--- config.mk ---
export PLATFORM = sky130hd
export DESIGN_NAME = serv_exec_seq
export DESIGN_NICKNAME = d
export VERILOG_FILES = /design/src/rtl/serv_exec_seq.sv
export SDC_FILE = /design/constraint.sdc
export NUM_CORES = 1
export LEC_CHECK = 0
export CAP_MARGIN = 25
export CORE_UTILIZATION = 42
export CTS_BUF_LIST = sky130_fd_sc_hd__clkbuf_4 sky130_fd_sc_hd__clkbuf_8
export CTS_CLUSTER_DIAMETER = 150
export DETAILED_ROUTE_END_ITERATION = 7
export PLACE_DENSITY_LB_ADDON = 0.25
export SLEW_MARGIN = 10
export SYNTH_ARGS = -nofsm -noshare
export SYNTH_HDL_FRONTEND = slang
export SYNTH_SLANG_ARGS = --single-unit
--- constraint.sdc ---
create_clock -name clk -period 1.75 [get_ports clk]
set_clock_uncertainty 0.2 [all_clocks]
set_input_delay 0.35 -clock clk [delete_from_list [all_inputs] [get_ports clk]]
set_output_delay 0.35 -clock clk [all_outputs]
set_load 0.02 [all_outputs]
--- src/rtl/serv_exec_seq.sv ---
// -----------------------------------------------------------------------------
// serv_exec_seq
//   Execution sequencer for a bit-serial RISC-V core. Walks each instruction
//   through fetch, decode, register-file wait, an optional first serial pass
//   (INIT), an optional bus/MDU wait, and the main 32-cycle serial pass (RUN).
//
// Parameters
//   MDU            : 1 honours i_mdu_op / i_mdu_ready, 0 ignores them
//
// Ports
//   clk            : sole clock, rising edge
//   i_rst          : asynchronous active-high reset
//   o_ibus_cyc     : instruction fetch request (FETCH)
//   i_ibus_ack     : instruction fetch acknowledge
//   o_wb_en        : decoder load strobe (FETCH & i_ibus_ack)
//   i_two_stage_op : decoded two-stage flag
//   i_dbus_en      : decoded data-bus op flag
//   i_mdu_op       : decoded MDU op flag
//   o_dbus_cyc     : data bus request (BUSWAIT of a data-bus op)
//   i_dbus_ack     : data bus acknowledge
//   i_mdu_ready    : MDU result ready
//   o_rf_rreq      : register file read request pulse (DECODE)
//   i_rf_ready     : register file operands available
//   o_init         : first-stage pass active
//   o_cnt_en       : serial bit counter running
//   o_cnt          : current serial bit index
//   o_cnt_done     : last bit of a pass
//   o_pc_en        : PC update strobe (last bit of RUN)
// -----------------------------------------------------------------------------
module serv_exec_seq #(
    parameter int MDU = 0
) (
    input  logic       clk,
    input  logic       i_rst,
    output logic       o_ibus_cyc,
    input  logic       i_ibus_ack,
    output logic       o_wb_en,
    input  logic       i_two_stage_op,
    input  logic       i_dbus_en,
    input  logic       i_mdu_op,
    output logic       o_dbus_cyc,
    input  logic       i_dbus_ack,
    input  logic       i_mdu_ready,
    output logic       o_rf_rreq,
    input  logic       i_rf_ready,
    output logic       o_init,
    output logic       o_cnt_en,
    output logic [4:0] o_cnt,
    output logic       o_cnt_done,
    output logic       o_pc_en
);

    typedef enum logic [2:0] {
        S_FETCH   = 3'd0,
        S_DECODE  = 3'd1,
        S_RFWAIT  = 3'd2,
        S_INIT    = 3'd3,
        S_BUSWAIT = 3'd4,
        S_RUN     = 3'd5
    } state_t;

    state_t     r_state;
    logic [4:0] r_cnt;
    // Decoded flags are captured in DECODE so every output stays a pure
    // function of registered state, even if the decoder outputs wiggle later.
    logic       r_two_stage;
    logic       r_dbus_en;
    logic       r_mdu_op;

    logic       w_cnt_en;
    logic       w_last_bit;
    logic       w_mdu_wait;

    assign w_cnt_en   = (r_state == S_INIT) || (r_state == S_RUN);
    assign w_last_bit = (r_cnt == 5'd31);
    // With MDU disabled the MDU flag is forced low, so BUSWAIT falls through.
    assign w_mdu_wait = (MDU != 0) ? r_mdu_op : 1'b0;

    assign o_ibus_cyc = (r_state == S_FETCH);
    assign o_wb_en    = (r_state == S_FETCH) && i_ibus_ack;
    assign o_rf_rreq  = (r_state == S_DECODE);
    assign o_init     = (r_state == S_INIT);
    assign o_cnt_en   = w_cnt_en;
    assign o_cnt      = r_cnt;
    assign o_cnt_done = w_cnt_en && w_last_bit;
    assign o_pc_en    = (r_state == S_RUN) && w_last_bit;
    assign o_dbus_cyc = (r_state == S_BUSWAIT) && r_dbus_en;

    // Sequencer state, serial bit counter and captured decode flags.
    always_ff @(posedge clk or posedge i_rst) begin
        if (i_rst) begin
            r_state     <= S_FETCH;
            r_cnt       <= 5'd0;
            r_two_stage <= 1'b0;
            r_dbus_en   <= 1'b0;
            r_mdu_op    <= 1'b0;
        end else begin
            // Counter wraps 31->0 at the end of every pass, so it is already
            // zero whenever INIT or RUN is entered.
            if (w_cnt_en) begin
                r_cnt <= r_cnt + 5'd1;
            end else begin
                r_cnt <= r_cnt;
            end

            case (r_state)
                S_FETCH: begin
                    if (i_ibus_ack) begin
                        r_state <= S_DECODE;
                    end else begin
                        r_state <= S_FETCH;
                    end
                end
                S_DECODE: begin
                    r_two_stage <= i_two_stage_op;
                    r_dbus_en   <= i_dbus_en;
                    r_mdu_op    <= i_mdu_op;
                    r_state     <= S_RFWAIT;
                end
                S_RFWAIT: begin
                    if (i_rf_ready) begin
                        r_state <= r_two_stage ? S_INIT : S_RUN;
                    end else begin
                        r_state <= S_RFWAIT;
                    end
                end
                S_INIT: begin
                    if (w_last_bit) begin
                        r_state <= S_BUSWAIT;
                    end else begin
                        r_state <= S_INIT;
                    end
                end
                S_BUSWAIT: begin
                    // Data-bus ops wait for ack, MDU ops for ready, anything
                    // else (shifts, SLT...) spends exactly one cycle here.
                    if (r_dbus_en) begin
                        r_state <= i_dbus_ack ? S_RUN : S_BUSWAIT;
                    end else if (w_mdu_wait) begin
                        r_state <= i_mdu_ready ? S_RUN : S_BUSWAIT;
                    end else begin
                        r_state <= S_RUN;
                    end
                end
                S_RUN: begin
                    if (w_last_bit) begin
                        r_state <= S_FETCH;
                    end else begin
                        r_state <= S_RUN;
                    end
                end
                default: begin
                    r_state <= S_FETCH;
                    r_cnt   <= 5'd0;
                end
            endcase
        end
    end

endmodule
==> metrics.md <==
| Metric | Value |
|---|---|
| Status | `finished with violations` |
| Failing checks | `setup timing` |
| Setup repair after global routing missed its margin | `true` |
| Clk pwr share | `8.2%` |
| DRC Markers | `0` |
| First-pass GRT wire length | `between 2000 and 3000 µm` |
| Syn_nets | `84` |
| Layout Utilization | `75.1%` |
| Gr usage total | `a little over a fifth` |
| Top FF cell, synth | `dfrtp_1` |
| Worst Path Buf+Inv | `1` |
| Critical Path Source Type | `flop` |
| Clk slew on worst S/H paths | `around 70 ps` |
| CTS tree | `done` |
| Post-CTS Hold Buffers | `0` |
| Crit Reg-Reg Startpoint | `o_cnt[0]` |
| H-tree depth | `1` |
| Switching Share | `43.2%` |
| Routed vias | `roughly 710` |
| Routed Antenna Nets | `0` |
| Cell at the root of the clock tree | `clkbuf_4` |
| Critical path cell sequence | `ha_4, and3_4, ha_4, and3_4, buf_6` |
| Sw power | `just under 1 mW` |
| Critical Path Sink Type | `output port` |
| Synthesized area per cell | `9.28 µm²` |
| Nets@finish | `126` |
| Crit-path max cell delay | `430 ps` |
| Synthesized area | `between 600 and 700 µm²` |
| Core Rows | `14` |
| Cell Int Power | `~1.3 mW` |
| WP data arrival | `about 1500 ps` |
| EDFF count, synth | `0` |
| Max-slew headroom | `73.4%` |
| Async SR Flop Fraction | `100%` |
| Clk sink count | `10` |
| Fillers | `104` |
| Vias per cell | `around 5.5` |
| Worst Max-Slew Pin Slew | `399 ps` |
| Ys Warns | `0` |
| WS Path Type | `flop to output port` |
| Layout cells sized above 1 | `46.9%` |
| Max-Cap Viols | `0` |
| Highest-delay cell along the critical path | `dfrtp_2` |
| Endpoints failing hold | `0` |
| Die Span X | `41.9 µm` |
| CTS max path bufs | `2` |
| Final Worst Setup Slack | `-270 ps` |
| Max Clk Rate | `0.495 GHz` |
| Pre-Repair DR Iteration Count | `4` |
| Initial antenna violation count | `0` |
| Final min period | `2020 ps` |
| Met2 Usage GRT | `34.7%` |
| DR iter-0 viols | `27` |
| Grt peak-use layer | `met2` |
| Leak | `0.514 nW` |
| Mapped Cells | `72` |
| Pwr/cell area | `2040 nW/µm²` |
| Cts bufs inserted | `3` |
| Crit. Startpoint | `o_cnt[0]` |
| Area growth syn-to-layout | `67.4%` |
| Grt ovf | `0` |
| Number of global-route vias before repair | `a little over 600` |
| DIE AREA | `1750 µm²` |
| Worst-path maximum fanout | `3` |
| Power share of the combinational group | `between 70% and 80%` |
| GPL Wtd Cong | `0.794` |
| Num ports | `22` |
| Wire per inst | `15.1 µm` |
| Worst-skew pair later-pin latency | `270 ps` |
| Final instance area | `1120 µm²` |
| DRT Wirelength | `1950 µm` |
| Seq/Total Area, Yosys | `37.5%` |
| Final HPWL DP | `1330 µm` |
| Placed Area | `between 1000 and 1500 µm²` |
| Commonest non-fill, non-tap cells in the layout | `buf_4, buf_6, clkdlybuf4s50_1` |
| Starting density of the core | `44.9%` |
| PnR Total Power | `2.28 mW` |
| Area of the multi-input gates | `around 420 µm²` |
| Sequential Area | `256 µm²` |
| Largest net degree at the start of global routing | `11` |
| Final worst path period share | `115%` |
| Req. time, crit path | `1200 ps` |
| Endpoints failing setup | `6` |
| Most common cell after layout, fill and taps aside | `buf_4` |
| HP Class | `primary input to async pin` |
| Met3 usage in global routing | `5.22%` |
| Core area | `1490 µm²` |
| IR drop worst, VDD | `0.00107 V` |
| Max Slew Vio Count | `0` |
| Met1 usage | `approximately 29%` |
| Flop pwr share | `a little over a fifth` |
| ANT cells | `0` |
| Die height | `41.9 µm` |
| Port Buffer Count | `19` |
| Top delay family on crit path | `flip-flops` |
| #FFs+latches synth | `10` |
| Library cells used by synthesis | `33` |
## synth_stat cells, types with 2 or more instances
library cell	n	share of area (%)
dfrtp_1	10	37
nand2_1	6	3.4
inv_1	5	2.8
and3_1	4	3.7
o21a_1	4	4.5
a21oi_1	3	2.2
a31oi_1	3	2.8
buf_6	3	5.1
ha_1	3	5.6
nand2b_1	3	2.8
o21ai_0	3	2.2
buf_2	2	1.5
mux2_1	2	3.4
nor2_1	2	1.1
## logic make-up after synthesis
family / synth area share [%]
muxes: 3.37
and+or+nand+nor: 21.4
xor gates and xnor gates: 1.31
buffers and inverters: 9.36
adders and majority gates: 5.62
DFF: 37.5
AOI/OAI and AO/OA: 21.5
## what timing repair did
item	in CTS	in global routing
gates resized for setup	50	17
pin swaps	2	2
buffers inserted	3	2
setup endpoints to repair	13	10
## metal layers
layer	routed length, µm	vias to the layer above	part of all wire [%]
met5	0	-	0
met4	53	0	2.7
met3	117	7	6.0
met2	948	28	49
met1	834	332	43
li1	-	344	-
## cell type report
| type | count | share of cell area (%) |
|---|---|---|
| clock buffer | 4 | 2.68 |
| inverter | 5 | 2.13 |
| multi-input combinational | 52 | 37.6 |
| sequential | 10 | 22.9 |
| tap | 16 | 1.79 |
| timing repair buffer | 42 | 32.9 |
## sequential cells by signal, indices dropped and copies added, names as in the netlist
register,flops
r_two_stage,1
r_dbus_en,1
r_state,3
o_cnt,5
## through the flow
stage / std cells / TNS (ps) / setup slack, ps / hold slack, ps
after CTS: 127 / -690 / -272 / 175
after global routing: 129 / -1160 / -323 / 193
after floorplan: 72 / -0.00877 / -0.00877 / -9.96
after detailed placement: 120 / -2380 / -396 / 309
after global placement: 120 / -2300 / -382 / 287
final: 129 / -788 / -270 / 159
## final timing paths
check,slack (ps),depth (start not counted),endpoint
worst max register to register,30,6,r_state[0]
worst min register to register,330,1,r_two_stage
worst min-delay path,160,2,o_cnt[3]
max in group asynchronous,880,2,r_state[1]
worst max-delay path,-270,5,o_cnt_done
min in group clk,330,1,r_two_stage
## power groups by stage
stage               Clock (mW)  Combinational (mW)  Sequential (mW)
floorplan                    0               0.785            0.527
global placement             0                1.38            0.493
detailed placement           0                1.42            0.498
CTS                      0.186                1.43            0.486
global route             0.207                1.71            0.514
finish                   0.186                1.60            0.498
Note: power is estimated with default switching activity, not from simulation.
